File: src/rtl/mc_ctrl_pkg.sv
// Shared types and encodings for the multicycle MIPS main-control FSM.
// MC_CTRL_ADDI_EN (optional addi support) is consumed by mc_ctrl_fsm.
package mc_ctrl_pkg;

    localparam logic [5:0] OP_RTYPE = 6'b000000;
    localparam logic [5:0] OP_LW    = 6'b100011;
    localparam logic [5:0] OP_SW    = 6'b101011;
    localparam logic [5:0] OP_BEQ   = 6'b000100;
    localparam logic [5:0] OP_J     = 6'b000010;
    localparam logic [5:0] OP_ADDI  = 6'b001000;

    typedef enum logic [3:0] {
        S_IDLE     = 4'd0,
        S_FETCH    = 4'd1,
        S_DECODE   = 4'd2,
        S_MEMADR   = 4'd3,
        S_MEMRD    = 4'd4,
        S_MEMWB    = 4'd5,
        S_MEMWR    = 4'd6,
        S_EXEC     = 4'd7,
        S_ALUWB    = 4'd8,
        S_BRANCH   = 4'd9,
        S_JUMP     = 4'd10,
        S_ADDIEXEC = 4'd11,
        S_ADDIWB   = 4'd12
    } mc_state_e;

    localparam logic [1:0] ALU_ADD   = 2'b00;
    localparam logic [1:0] ALU_SUB   = 2'b01;
    localparam logic [1:0] ALU_FUNCT = 2'b10;

    localparam logic [1:0] SRCB_REG     = 2'b00;
    localparam logic [1:0] SRCB_FOUR    = 2'b01;
    localparam logic [1:0] SRCB_IMM     = 2'b10;
    localparam logic [1:0] SRCB_IMM_SH2 = 2'b11;

    localparam logic [1:0] PCSRC_ALU    = 2'b00;
    localparam logic [1:0] PCSRC_ALUOUT = 2'b01;
    localparam logic [1:0] PCSRC_JUMP   = 2'b10;

    typedef struct packed {
        logic       pc_write;
        logic       pc_write_cond;
        logic       iord;
        logic       mem_read;
        logic       mem_write;
        logic       ir_write;
        logic       reg_dst;
        logic       mem_to_reg;
        logic       reg_write;
        logic       alu_src_a;
        logic [1:0] alu_src_b;
        logic [1:0] alu_op;
        logic [1:0] pc_src;
    } mc_ctrl_t;

    // States that hold a memory request open until mem_ready.
    function automatic logic is_mem_state(input mc_state_e s);
        return (s == S_FETCH) || (s == S_MEMRD) || (s == S_MEMWR);
    endfunction

endpackage

File: src/rtl/mc_ctrl_out_decode.sv
// Pure Moore decode: registered FSM state -> raw control vector.
// FETCH's ir_write/pc_write are qualified by mem_ready in the top.
module mc_ctrl_out_decode
    import mc_ctrl_pkg::*;
(
    input  mc_state_e state_i,
    output mc_ctrl_t  ctrl_o
);

    always_comb begin
        ctrl_o = '0;
        case (state_i)
            S_FETCH: begin
                ctrl_o.mem_read  = 1'b1;
                ctrl_o.ir_write  = 1'b1;
                ctrl_o.pc_write  = 1'b1;
                ctrl_o.alu_src_b = SRCB_FOUR;
                ctrl_o.alu_op    = ALU_ADD;
                ctrl_o.pc_src    = PCSRC_ALU;
            end
            S_DECODE: begin
                ctrl_o.alu_src_b = SRCB_IMM_SH2;
                ctrl_o.alu_op    = ALU_ADD;
            end
            S_MEMADR, S_ADDIEXEC: begin
                ctrl_o.alu_src_a = 1'b1;
                ctrl_o.alu_src_b = SRCB_IMM;
                ctrl_o.alu_op    = ALU_ADD;
            end
            S_MEMRD: begin
                ctrl_o.mem_read = 1'b1;
                ctrl_o.iord     = 1'b1;
            end
            S_MEMWB: begin
                ctrl_o.reg_write  = 1'b1;
                ctrl_o.mem_to_reg = 1'b1;
            end
            S_MEMWR: begin
                ctrl_o.mem_write = 1'b1;
                ctrl_o.iord      = 1'b1;
            end
            S_EXEC: begin
                ctrl_o.alu_src_a = 1'b1;
                ctrl_o.alu_src_b = SRCB_REG;
                ctrl_o.alu_op    = ALU_FUNCT;
            end
            S_ALUWB: begin
                ctrl_o.reg_write = 1'b1;
                ctrl_o.reg_dst   = 1'b1;
            end
            S_BRANCH: begin
                ctrl_o.alu_src_a     = 1'b1;
                ctrl_o.alu_src_b     = SRCB_REG;
                ctrl_o.alu_op        = ALU_SUB;
                ctrl_o.pc_write_cond = 1'b1;
                ctrl_o.pc_src        = PCSRC_ALUOUT;
            end
            S_JUMP: begin
                ctrl_o.pc_write = 1'b1;
                ctrl_o.pc_src   = PCSRC_JUMP;
            end
            S_ADDIWB: begin
                ctrl_o.reg_write = 1'b1;
            end
            default: ctrl_o = '0;
        endcase
    end

endmodule

File: src/rtl/mc_ctrl_fsm.sv
// Multicycle MIPS main-control FSM with memory-wait watchdog.
// Define MC_CTRL_ADDI_EN to decode addi (001000) instead of flagging it illegal.
module mc_ctrl_fsm
    import mc_ctrl_pkg::*;
#(
    parameter int MEM_WAIT_MAX = 15
) (
    input  logic       clk,
    input  logic       rst_n,
    input  logic       run,
    input  logic [5:0] opcode,
    input  logic       zero,
    input  logic       mem_ready,
    output logic       pc_en,
    output logic       iord,
    output logic       mem_read,
    output logic       mem_write,
    output logic       ir_write,
    output logic       reg_dst,
    output logic       mem_to_reg,
    output logic       reg_write,
    output logic       alu_src_a,
    output logic [1:0] alu_src_b,
    output logic [1:0] alu_op,
    output logic [1:0] pc_src,
    output logic       illegal_op,
    output logic       mem_timeout,
    output mc_state_e  dbg_state_o
);

    localparam int CW        = (MEM_WAIT_MAX > 1) ? $clog2(MEM_WAIT_MAX) : 1;
    localparam int WAIT_LAST = (MEM_WAIT_MAX > 0) ? MEM_WAIT_MAX - 1 : 0;

    mc_state_e state_q, state_d;
    logic [CW-1:0] wait_q, wait_d;
    logic timeout_q, timeout_d;
    logic illegal;
    logic mem_stall;
    logic wait_hit;
    mc_ctrl_t ctrl;

    // Handshake: a request (mem_read/mem_write) is held every cycle of a memory
    // state; the transfer completes in the cycle mem_ready=1, and the FSM leaves
    // the state on that edge. mem_ready in any other state is ignored.
    always_comb begin
        state_d   = state_q;
        illegal   = 1'b0;
        mem_stall = is_mem_state(state_q) && !mem_ready;
        wait_hit  = mem_stall && (MEM_WAIT_MAX != 0) && (wait_q == CW'(WAIT_LAST));

        case (state_q)
            S_IDLE:   if (run) state_d = S_FETCH;
            S_FETCH:  if (mem_ready) state_d = S_DECODE;
            S_DECODE: begin
                case (opcode)
                    OP_LW, OP_SW: state_d = S_MEMADR;
                    OP_RTYPE:     state_d = S_EXEC;
                    OP_BEQ:       state_d = S_BRANCH;
                    OP_J:         state_d = S_JUMP;
`ifdef MC_CTRL_ADDI_EN
                    OP_ADDI:      state_d = S_ADDIEXEC;
`else
                    OP_ADDI: begin
                        state_d = S_FETCH;
                        illegal = 1'b1;
                    end
`endif
                    default: begin
                        state_d = S_FETCH;
                        illegal = 1'b1;
                    end
                endcase
            end
            S_MEMADR:   state_d = (opcode == OP_LW) ? S_MEMRD : S_MEMWR;
            S_MEMRD:    if (mem_ready) state_d = S_MEMWB;
            S_MEMWB:    state_d = S_FETCH;
            S_MEMWR:    if (mem_ready) state_d = S_FETCH;
            S_EXEC:     state_d = S_ALUWB;
            S_ALUWB:    state_d = S_FETCH;
            S_BRANCH:   state_d = S_FETCH;
            S_JUMP:     state_d = S_FETCH;
            S_ADDIEXEC: state_d = S_ADDIWB;
            S_ADDIWB:   state_d = S_FETCH;
            default:    state_d = S_IDLE;
        endcase

        // A stuck memory aborts the instruction; software must re-assert run.
        if (wait_hit) state_d = S_IDLE;

        if (mem_stall && !wait_hit) begin
            wait_d = (wait_q == '1) ? wait_q : wait_q + CW'(1);
        end else begin
            wait_d = '0;
        end
        timeout_d = timeout_q || wait_hit;
    end

    always_ff @(posedge clk or negedge rst_n) begin
        if (!rst_n) begin
            state_q   <= S_IDLE;
            wait_q    <= '0;
            timeout_q <= 1'b0;
        end else begin
            state_q   <= state_d;
            wait_q    <= wait_d;
            timeout_q <= timeout_d;
        end
    end

    mc_ctrl_out_decode u_out_decode (
        .state_i (state_q),
        .ctrl_o  (ctrl)
    );

    assign pc_en       = (ctrl.pc_write && ((state_q != S_FETCH) || mem_ready))
                       || (ctrl.pc_write_cond && zero);
    assign ir_write    = ctrl.ir_write && mem_ready;
    assign iord        = ctrl.iord;
    assign mem_read    = ctrl.mem_read;
    assign mem_write   = ctrl.mem_write;
    assign reg_dst     = ctrl.reg_dst;
    assign mem_to_reg  = ctrl.mem_to_reg;
    assign reg_write   = ctrl.reg_write;
    assign alu_src_a   = ctrl.alu_src_a;
    assign alu_src_b   = ctrl.alu_src_b;
    assign alu_op      = ctrl.alu_op;
    assign pc_src      = ctrl.pc_src;
    assign illegal_op  = illegal;
    assign mem_timeout = timeout_q;
    assign dbg_state_o = state_q;

endmodule

File: config.mk
export PLATFORM = sky130hd
export DESIGN_NAME = mc_ctrl_fsm
export DESIGN_NICKNAME = d
export VERILOG_FILES = /design/src/rtl/mc_ctrl_pkg.sv /design/src/rtl/mc_ctrl_out_decode.sv /design/src/rtl/mc_ctrl_fsm.sv
export SDC_FILE = /design/constraint.sdc
export NUM_CORES = 1
export LEC_CHECK = 0
export BUFFER_PORTS_ARGS = -buffer_cell sky130_fd_sc_hd__buf_2
export CORE_MARGIN = 4
export CORE_UTILIZATION = 50
export DETAILED_ROUTE_END_ITERATION = 7
export PLACE_DENSITY = 0.81
export SLEW_MARGIN = 10
export SYNTH_ARGS = -nofsm -noshare
export SYNTH_HDL_FRONTEND = slang
export SYNTH_SLANG_ARGS = --single-unit
File: constraint.sdc
create_clock -name clk -period 2.8 [get_ports clk]
set_clock_uncertainty 0.1 [all_clocks]
set_input_delay 0.14 -clock clk [delete_from_list [all_inputs] [get_ports clk]]
set_output_delay 0.14 -clock clk [all_outputs]
set_load 0.1 [all_outputs]
Word-level counts from Yosys, hierarchy flattened:

Cells that the tools add are included.
Widths: inputs -> output; s select.

* word-level logic and storage cells: 77
* bits of input ports: 11
* output and inout port bits: 21
* flip-flop bits (word level): 9

* equality and inequality tests: 24
* $add $sub $neg: 1
* muxes and demuxes: 24
* reductions and logical operators: 25

Operators with widths (count)
* $pmux 4 s9: 1
* $eq 4x4->1 const B: 7
* $mux 4: 7
* $pmux 4 s5: 1
* $eq 4x3->1 const B: 4
* $pmux 4 s4: 1
* $eq 6x6->1 const B: 2
* $mux 1: 12
* $ne 3x3->1 const B: 4
* $reduce_or 2->1: 5
* $reduce_or 5->1: 2
* $eq 4x2->1 const B: 2
* $eq 6x2->1 const B: 1
* $eq 6x3->1 const B: 1
* $logic_and 1x1->1: 6
* $logic_not 6->1: 1
* $logic_or 1x1->1: 5
* $add 4x1->4 const B: 1
* $eq 4x1->1 const B: 1
* $logic_not 4->1: 1
* $ne 4x1->1 const B: 1
* $pmux 2 s2: 1
* $reduce_and 4->1: 1
* $reduce_or 4->1: 1
* other kinds (4): 5

Depth between registers and ports, before layout:

Gate-level depths: netlist of the first run.

* depth in word-level cells: 8
* depth in mapped cells: 6
* depth with buffers taken out: 6

Hierarchy:

From an unflattened synthesis of the first run, not the netlist that was laid out.

* cells, all modules: 105
* area total of the unflattened synthesis: 900.9 µm²

Modules (own cells, without submodules)
* mc_ctrl_fsm: area each 732.0 µm², times used 1, cells an instance 78, sequential area each 225.2 µm²
* mc_ctrl_out_decode: area each 168.9 µm², times used 1, cells an instance 27, sequential area each 0.0 µm²

Worst setup path after synthesis of the first run:

No wires, ideal clock.

* kind: register to output
* start point: register state_q[3] (netlist: dbg_state_o[3])
* end point: output port illegal_op
* path slack: -1.091 ns
* path buffers: 1
* stages on the path, launching flop included: 4
* arrival: 3.651 ns
* data required time: 2.560 ns
* cell sequence: dfrtp_1 -> buf_2 -> or2_2 -> a211oi_1

* cells in the longest elaborated chain, start to end: 2

Ends and longest elaborated chain
* start: declaration: RTL line mc_ctrl_fsm.sv:34 `mc_state_e state_q, state_d;`
* start signal: assignment: RTL line mc_ctrl_fsm.sv:104 `state_q <= state_d;`
* $eq 4x2->1: RTL line mc_ctrl_fsm.sv:51 `case (state_q)`
* $mux 1: RTL line mc_ctrl_fsm.sv:51
* end: declaration: RTL line mc_ctrl_fsm.sv:26 `output logic illegal_op,`

No other way between the ends.

Worst setup path in the final report of the first run:

* start point: register state_q[0] (netlist: dbg_state_o[0])
* end point: output port pc_en

* cells in the longest elaborated chain, start to end: 5
* elaborated cells on any way between the ends: 11

Ends and longest elaborated chain
* $eq 4x1->1 or $eq 4x4->1 (tied branches): RTL line mc_ctrl_out_decode.sv:12 `case (state_i)`
* $reduce_or 2->1 (no source line)
* $mux 1: RTL line mc_ctrl_out_decode.sv:12
* $logic_and 1x1->1: RTL line mc_ctrl_fsm.sv:115 `assign pc_en = (ctrl.pc_write && ((state_q != S_FETCH) || mem_ready))`
* $logic_or 1x1->1 (*): RTL line mc_ctrl_fsm.sv:116 `|| (ctrl.pc_write_cond && zero);`
* end: declaration: RTL line mc_ctrl_fsm.sv:14 `output logic pc_en,`

Every way passes the cells marked *; elsewhere a longest branch is shown, timed or not.

==> results of run 1 <==
## logic make-up after synthesis
kind of cell	after synthesis
XOR/XNOR	3
AND/OR/NAND/NOR	51
AO/OA/AOI/OAI	25
buffers and inverters	8
flip-flops	9
adder cells (fa/ha/maj)	2
## per-stage QoR
stage | cell area, um2 | worst slack, ns
floorplan | 842 | -0.168
global placement | 993 | 0.878
detailed placement | 993 | 0.835
CTS | 1030 | 0.552
global route | 1030 | 0.419
finish | 1030 | 0.543
## state kept, by name, summed over array words and instances, names as in the netlist
register	cells
wait_q	4
dbg_state_o	4
mem_timeout	1
## worst max-delay path, delay by kind of cell (launching register included)
family / cells / cell delay, ns
compound gates: 1 / 0.30
buf+inv: 1 / 0.29
flops: 1 / 0.76
simple gates: 2 / 0.41
## how the worst max path moves through the flow
stage	start	to	slack (ns)	depth (start not counted)
2_1_floorplan	dbg_state_o[0]$_DFFE_PN0P_	alu_op[0]	-0.17	3
3_3_place_gp	dbg_state_o[0]$_DFFE_PN0P_	pc_en	0.88	4
3_5_place_dp	dbg_state_o[0]$_DFFE_PN0P_	pc_en	0.84	4
4_1_cts	dbg_state_o[0]$_DFFE_PN0P_	pc_en	0.55	4
5_1_grt	dbg_state_o[0]$_DFFE_PN0P_	pc_en	0.42	4
6_report	dbg_state_o[0]$_DFFE_PN0P_	pc_en	0.54	4
## final cells by class
cell class | instances | area [um2] | area share
multi-input cells | 81 | 581 | 0.564
flip-flops and latches | 9 | 226 | 0.220
inverters | 3 | 11.3 | 0.0109
repair buffers | 32 | 165 | 0.160
clock buffers | 4 | 26.3 | 0.0255
well taps | 16 | 20.0 | 0.0194
## cells in the mapped netlist
master	number
a211o_1	1
a211oi_1	2
a211oi_2	3
a21boi_0	1
a21o_1	3
a21oi_1	2
a22o_1	1
a31oi_1	2
a32oi_1	1
and3_1	3
buf_2	4
clkbuf_1	1
dfrtp_1	9
ha_1	2
inv_1	3
nand2_1	5
nand2b_1	5
nand2b_2	1
nand3_1	4
nor2_1	16
nor2b_1	7
nor3_1	3
nor3_2	1
nor4_1	1
nor4b_1	1
nor4bb_1	1
o211a_1	1
o21a_1	1
o21ai_0	1
o21ai_1	1
o21ba_2	1
o22ai_1	1
o2bb2ai_1	1
o31ai_1	1
o41ai_1	1
or2_2	1
or3b_1	1
or4b_1	1
xnor2_1	3
## metal layers
layer | wire length [um] | part of all wire | track usage | vias to the layer above
met1 | 837 | 0.44 | 0.238 | 386
met4 | 0 | 0 | 0.0591 | 0
met3 | 63 | 0.033 | 0.0150 | 0
li1 | - | - | - | 418
met5 | 0 | 0 | 0 | -
met2 | 1010 | 0.53 | 0.309 | 10
==> results.md, run 1 <==
* CP Max Fanout at 24
* Crit path required time at 2.56 ns
* Final GP Congestion at 0.784
* Io pins at 32
* R2R Setup Slk at 0.85 ns
* RSZ-0062 raised after global routing: no
* FMAX at 443 MHz
* Syn_area_per_cell at 8.04 um2
* Antenna cell count at 0
* H-tree depth at 1
* Final WL at 1910 um
* Top cells by area, synth: dfrtp_1 29%, nor2_1 7.6%, nor2b_1 5.6%
* HPWL after DPL at 1500 um
* Share of cells above drive strength 1 at 0.419
* Synth Cell Area at 788 um2
* Syn Nets at 111
* Sequential share of the synthesized area at 0.286
* R2r endpoint: wait_q[2]$_DFFE_PN0P_
* Worst-Margin Slew at 0.659 ns
* Vias in the first global route at 725
* Die area at 2280 um2
* Number of cells on the worst reg-to-reg path at 4
* Yosys top cell area share at 0.286
* Min cycle time layout at 2.26 ns
* Post-synthesis cell count at 98
* Largest net degree at the start of global routing at 25
* Filler cell count in the final layout at 121
* Detailed Route Iter0 Violations at 18
* Setup TNS at 0 ns
* Drt drc at 0
* Synth Area in Compound Gates at 0.254
* Synth Area in XOR/XNOR at 0.0333
* MaxCap Viol Count at 0
* Hold_sp: opcode[4]
* Die height at 47.7 um
* Slew HR at 0.561
* Core outline area at 1510 um2
* Port bufs at 31
* Post-Route Utilization at 0.684
* Crit. End Element: primary output
* Yosys top cell by area: dfrtp_1
* CTS Sinks at 9
* Number of setup buffers added after CTS at 0
* Commonest non-fill, non-tap cells in the layout: 31 x buf_2, 11 x nor2_1, 8 x dfrtp_1, 6 x nor2b_1
* CTS root buf: clkbuf_4
* Simple-gate area share of the yosys netlist at 0.351
* CP Launch Type: flip-flop
* Hold crit path type: in2reg
* Grt ovf at 0
* Cts bufs inserted at 3
* Synth warn at 0
* Min Hold Slack at 0.147 ns
* CP Cell Sequence: nand2b_1 > nor2_4 > a211o_2 > buf_2
* Final Hold Viols at 0
* CTS tree: done
* Vias per inst at 5.61
* Yosys cell types at 39
* Most common cell after layout, fill and taps aside: buf_2
* Largest family of logic cells by synthesized area: simple AND/OR/NAND/NOR gates
* First-pass DRT Iterations at 4
* Adder-Cell Fraction of Synth Area at 0.0317
* Nets@finish at 143
* Via count at 814
* CTS hold repair buffers at 1
* WHS Endpoint: dbg_state_o[3]$_DFFE_PN0P_
* Pins Over Slew Limit at 0
* Antenna violations before repair at 0
* Critical path class: reg2out
* Worst-path clk slew at 0.06 ns
* Antenna viol nets, final at 0
* Max clock buf depth at 2
* Worst hold path cell count at 3
* CP max-delay cell: dfrtp_1
* Mux contribution to synthesized area at 0
* Layout area overhead at 30.6%
* Final setup viols at 0
* Routed WL per cell at 13.2 um
* Post-Place Cells at 140
* Initial core utilization at 0.523
* Final Non-Filler Cells at 145
* Resize count post-CTS at 0
* Clock insertion delay at the later pin of the skew report at 0.25 ns
* Yosys reg bits at 9
* Row count at 14
* Fin crit share at 0.806
* First-pass GRT wire length at 3030 um
* Total track usage at 0.180
* CP arrival at 2.02 ns
* Slowest cell delay on critical path at 0.76 ns
* Status: complete, no violations
* Reg2reg start: dbg_state_o[0]$_DFFE_PN0P_
* Die Wd at 47.7 um
Power of run 1 is left out: the tool's default activity adds up to more than one toggle a clock period on the data nets, which glitch-free logic cannot reach.
==> run 2: changes to the inputs <==
- ABC_AREA: unset -> 1
- CORE_UTILIZATION: 50 -> 46
- PLACE_DENSITY: 0.81 -> 0.76
- clock period: 2.8 -> 2.4 ns (I/O delays scaled with it)
==> results.md, run 2 <==
* Commonest non-fill, non-tap cells in the layout: 31 x buf_2, 28 x nand2_1, 17 x nor2_1, 14 x inv_1 (was 31 x buf_2, 11 x nor2_1, 8 x dfrtp_1, 6 x nor2b_1)
* Fin crit share at 0.894
* Post-synth top cells: 29 x nand2_1, 25 x nor2_1, 14 x inv_1 (was 16 x nor2_1, 9 x dfrtp_1, 7 x nor2b_1)
* CTS tree: done (unchanged)
* First-pass DRT Iterations at 4 (unchanged)
* Final Hold Viols at 0 (unchanged)
* Die Wd at 48.7 um (was 47.7 um)
* Slew HR at 0.675 (was 0.561)
* Syn Nets at 130 (was 111)
* Multi-input gate area at 548 um2 (was 581 um2)
* HPWL after DPL at 1570 um (was 1500 um)
* Final setup viols at 0 (unchanged)
* Yosys top cell by area: dfrtp_1 (unchanged)
* Vias per inst at 5.09 (was 5.61)
* GR Util met3 at 0.0491 (was 0.0150)
* Layout area overhead at 37.1% (was 30.6%)
* CP Launch Type: flip-flop (unchanged)
* Row count at 14 (unchanged)
* Yosys top cell area share at 0.296 (was 0.286)
* Cts bufs inserted at 3 (unchanged)
* Crit. End Element: primary output (unchanged)
* Synth warn at 0 (unchanged)
* CP arrival at 1.92 ns (was 2.02 ns)
* Via count at 861 (was 814)
* Global routing's busiest layer: met2 (unchanged)
* Io pins at 32 (unchanged)
* Yosys cell types at 21 (was 39)
* Nets@finish at 167 (was 143)
* First-pass GRT wire length at 3130 um (was 3030 um)
* Most common cell after layout, fill and taps aside: buf_2 (unchanged)
* Min Hold Slack at 0.137 ns (was 0.147 ns)
* Pre-CTS setup slack at 0.545 ns (was 0.835 ns)
* Synth Cell Area at 762 um2 (was 788 um2)
* CP Max Fanout at 5 (was 24)
* Worst-Margin Slew at 0.491 ns (was 0.659 ns)
* Final Non-Filler Cells at 169 (was 145)
* Post-synthesis cell count at 117 (was 98)
* Antenna cell count at 0 (unchanged)
* Grt ovf at 0 (unchanged)
* Largest net degree at the start of global routing at 10 (was 25)
* Yosys reg bits at 9 (unchanged)
* Detailed Route Iter0 Violations at 17 (was 18)
* Antenna viol nets, final at 0 (unchanged)
* Core outline area at 1540 um2 (was 1510 um2)
* Final GP Congestion at 0.818 (was 0.784)
* Top cells by area, synth: dfrtp_1 30%, nand2_1 14%, nor2_1 12% (was dfrtp_1 29%, nor2_1 7.6%, nor2b_1 5.6%)
* Main synth FF type: dfrtp_1 (unchanged)
* Post-Place Cells at 164 (was 140)
* Final WL at 1850 um (was 1910 um)
* Die area at 2370 um2 (was 2280 um2)
* GR Util met1 at 0.207 (was 0.238)
* Critical path class: reg2out (unchanged)
* CTS Sinks at 9 (unchanged)
* Number of setup buffers added after CTS at 0 (unchanged)
* Crit path required time at 2.18 ns (was 2.56 ns)
* Met2 global-route usage at 0.265 (was 0.309)
* Clock insertion delay at the later pin of the skew report at 0.25 ns (about the same)
* Async set-reset flop share out of synthesis at 1.00 (unchanged)
* Total track usage at 0.160 (was 0.180)
* Routed WL per cell at 11.0 um (was 13.2 um)
* Pins Over Slew Limit at 0 (unchanged)
* Fin worst setup slack at 0.255 ns (was 0.543 ns)
* Post-synth EDFFs at 0 (unchanged)
* Max clock buf depth at 2 (unchanged)
* Syn_area_per_cell at 6.51 um2 (was 8.04 um2)
* Status: complete, no violations (unchanged)
* H-tree depth at 1 (unchanged)
* Vias in the first global route at 739 (was 725)
* Most numerous cell in the Yosys netlist: nand2_1 (was nor2_1)
* Initial core utilization at 0.494 (was 0.523)
* Filler cell count in the final layout at 148 (was 121)
* Worst-path clk slew at 0.06 ns (about the same)
* Sequential cell area at 233 um2 (was 226 um2)
* Sequential share of the synthesized area at 0.296 (was 0.286)
* RSZ-0062 raised after global routing: no (unchanged)
* Min cycle time layout at 2.14 ns
* Share of cells above drive strength 1 at 0.431 (was 0.419)
* Antenna violations before repair at 0 (unchanged)
* Die height at 48.7 um (was 47.7 um)
* Drt drc at 0 (unchanged)
* CTS root buf: clkbuf_4 (unchanged)
* FMAX at 466 MHz
* MaxCap Viol Count at 0 (unchanged)
* Hold crit path type: in2async (was in2reg)
* Setup TNS at 0 ns (unchanged)
* Port bufs at 31 (unchanged)
run 2: per-layer routing:
layer  share of wire  up-vias
met1            0.45      387
met5               0        -
met3           0.059        2
met2            0.49       24
met4          0.0076        0
li1                -      448
run 2: what timing repair did:
item                      4_1_cts  5_1_grt
hold endpoints to repair        9        0
hold buffers                    1        0
gates resized for setup         0        0
run 2: area by class of cell:
type                       instances  area share
sequential                         9       0.223
clock buffer                       4      0.0251
timing repair buffer              32       0.158
tap                               16      0.0192
inverter                          14      0.0503
multi-input combinational         94       0.525
run 2: cell families after synthesis:
group / synth area share
AO/OA/AOI/OAI: 0.0723
buffers and inverters: 0.0690
AND/OR/NAND/NOR: 0.519
XOR/XNOR: 0.0115
adder cells (fa/ha/maj): 0.0328
flip-flops: 0.296
run 2: worst max-delay path, cell delays in order (launching register included):
cell and delay, ns:
dfrtp_2 0.43, inv_1 0.14, nand2_1 0.18, nor2_4 0.19
inv_1 0.12, nor3_4 0.17, buf_2 0.44
run 2: final timing paths:
kind / startpoint / to / depth (start not counted) / slack (ns)
worst min register to register: mem_timeout$_DFF_PN0_ / mem_timeout$_DFF_PN0_ / 1 / 0.37
min in group clk: mem_ready / mem_timeout$_DFF_PN0_ / 4 / 0.15
worst max register to register: dbg_state_o[2]$_DFFE_PN0P_ / dbg_state_o[1]$_DFFE_PN0P_ / 8 / 0.94
max in group asynchronous: rst_n / dbg_state_o[2]$_DFFE_PN0P_ / 2 / 1.87
worst max-delay path: dbg_state_o[0]$_DFFE_PN0P_ / illegal_op / 6 / 0.26
worst min-delay path: rst_n / wait_q[2]$_DFFE_PN0P_ / 2 / 0.14
run 2: through the flow:
step | area [um2] | utilization
floorplan | 833 | -
global placement | 1010 | 0.654
detailed placement | 1010 | 0.654
CTS | 1040 | 0.678
global route | 1040 | 0.678
finish | 1040 | 0.678
Power of run 2 is left out for the same reason.
==> run 3: changes to the inputs <==
==> constraint.sdc (replaced) <==
create_clock -name clk -period 2.4 [get_ports clk]
set_clock_uncertainty 0.1 [all_clocks]
set_input_delay 0.36 -clock clk [delete_from_list [all_inputs] [get_ports clk]]
set_output_delay 0.36 -clock clk [all_outputs]
set_load 0.1 [all_outputs]
==> results.md, run 3 (synthesis results as in run 2) <==
* Final WL at 1980 um (was 1850 um)
* CP arrival at 1.86 ns (was 1.92 ns)
* Initial core utilization at 0.494 (unchanged)
* CP max-delay cell: dfrtp_4 (was buf_2)
* HPWL after DPL at 1670 um (was 1570 um)
* CP Cell Sequence: inv_1 > nand2_2 > nor2_4 > inv_1 > nor3_4 > buf_2 (was inv_1 > nand2_1 > nor2_4 > inv_1 > nor3_4 > buf_2)
* Clock insertion delay at the later pin of the skew report at 0.26 ns (was 0.25 ns)
* Area after DPL at 1030 um2 (was 1010 um2)
* Critical path class: reg2out (unchanged)
* CTS tree: done (unchanged)
* Core outline area at 1540 um2 (unchanged)
* CP most frequent cell: inv_1 (unchanged)
* Detailed Route Iter0 Violations at 27 (was 17)
* H-tree depth at 1 (unchanged)
* Setup TNS at 0 ns (unchanged)
* FMAX at 431 MHz (was 466 MHz)
* Antenna viol nets, final at 0 (unchanged)
* Fin area at 1070 um2 (was 1040 um2)
* Hold crit path type: in2async (unchanged)
* Antenna violations before repair at 0 (unchanged)
* CTS root buf: clkbuf_4 (unchanged)
* Row count at 14 (unchanged)
* Cts bufs inserted at 3 (unchanged)
* Die area at 2370 um2 (unchanged)
* Final Hold Viols at 0 (unchanged)
* Min cycle time layout at 2.32 ns (was 2.14 ns)
* Die height at 48.7 um (unchanged)
* Number of setup buffers added after CTS at 0 (unchanged)
* Fin crit share at 0.966 (was 0.894)
* Most common cell after layout, fill and taps aside: buf_2 (unchanged)
* Worst-path clk slew at 0.06 ns (about the same)
* CP Launch Type: flip-flop (unchanged)
* Final setup viols at 0 (unchanged)
* Total track usage at 0.169 (was 0.160)
* Status: complete, no violations (unchanged)
* Vias in the first global route at 756 (was 739)
* Crit path required time at 1.94 ns (was 2.18 ns)
* Final GP Congestion at 0.827 (was 0.818)
* Pins Over Slew Limit at 0 (unchanged)
* Antenna cell count at 0 (unchanged)
* Share of cells above drive strength 1 at 0.458 (was 0.431)
* Grt ovf at 0 (unchanged)
* Layout area overhead at 40.6% (was 37.1%)
* Worst-Margin Slew at 0.494 ns (was 0.491 ns)
* Die Wd at 48.7 um (unchanged)
* Crit. End Element: primary output (unchanged)
* CP Buf/Inv Count at 3 (unchanged)
* Drt drc at 0 (unchanged)
* Max clock buf depth at 2 (unchanged)
* CP Max Fanout at 5 (unchanged)
* CTS Sinks at 9 (unchanged)
* Largest net degree at the start of global routing at 10 (unchanged)
* Commonest non-fill, non-tap cells in the layout: 31 x buf_2, 26 x nand2_1, 17 x nor2_1, 13 x inv_1, 10 x nand2_2 (was 31 x buf_2, 28 x nand2_1, 17 x nor2_1, 14 x inv_1)
* Io pins at 32 (unchanged)
* Slowest cell delay on critical path at 0.50 ns (was 0.44 ns)
* First-pass GRT wire length at 3260 um (was 3130 um)
* Routed WL per cell at 11.7 um (was 11.0 um)
* Nets@finish at 167 (unchanged)
* Slew HR at 0.673 (was 0.675)
* First-pass DRT Iterations at 5 (was 4)
* Vias per inst at 5.07 (was 5.09)
* Via count at 857 (was 861)
* MaxCap Viol Count at 0 (unchanged)
* Crit path max-delay family: buffers and inverters (unchanged)
* Port bufs at 31 (unchanged)
* RSZ-0062 raised after global routing: no (unchanged)
-- run 3: metrics by stage --
stage	std cells	hold slack, ns	utilization	setup WS, ns
after global routing	169	0.387	0.695	0.0000562
after CTS	169	0.374	0.695	0.0840
after detailed placement	164	0.119	0.670	0.375
final	169	0.370	0.695	0.0824
after global placement	164	0.117	0.670	0.417
after floorplan	117	-0.0356	-	0.00156
-- run 3: final cells by class --
type	instances	area, um2
clock inverters	1	5.00
inverters	14	52.6
flip-flops and latches	9	240
multi-input cells	94	566
repair buffers	32	165
well taps	16	20.0
fillers	142	470
clock buffers	3	22.5
-- run 3: what timing repair did --
item / CTS / global route
resized for setup: 0 / 0
hold buffers: 1 / 0
endpoints found under the hold margin: 9 / 0
-- run 3: worst register-to-register path, cell delays in order (launching register included) --
cell and delay [ns]:
dfrtp_4 0.53, nor2_1 0.17, nand2_2 0.15, nand2_2 0.13, nand2_2 0.07, nand2_2 0.08, nor2_4 0.04, nand2_1 0.05
nand2_1 0.05
-- run 3: path summary, 6_finish.rpt --
kind,startpoint,to,slack [ns],cells after the start
setup / recovery,dbg_state_o[3]$_DFFE_PN0P_,illegal_op,0.08,6
hold / removal,rst_n,wait_q[2]$_DFFE_PN0P_,0.37,2
setup reg to reg,dbg_state_o[2]$_DFFE_PN0P_,dbg_state_o[1]$_DFFE_PN0P_,0.94,8
hold reg to reg,mem_timeout$_DFF_PN0_,mem_timeout$_DFF_PN0_,0.38,1
max in group asynchronous,rst_n,dbg_state_o[3]$_DFFE_PN0P_,1.63,2
min in group clk,mem_timeout$_DFF_PN0_,mem_timeout$_DFF_PN0_,0.38,1
-- run 3: routing by layer --
metal / GRT usage / up-vias / wire [um]
met2: 0.274 / 35 / 898
met5: 0 / - / 0
met3: 0.0491 / 4 / 189
li1: - / 444 / -
met1: 0.208 / 374 / 873
met4: 0.0673 / 0 / 17
Power of run 3 is left out for the same reason.
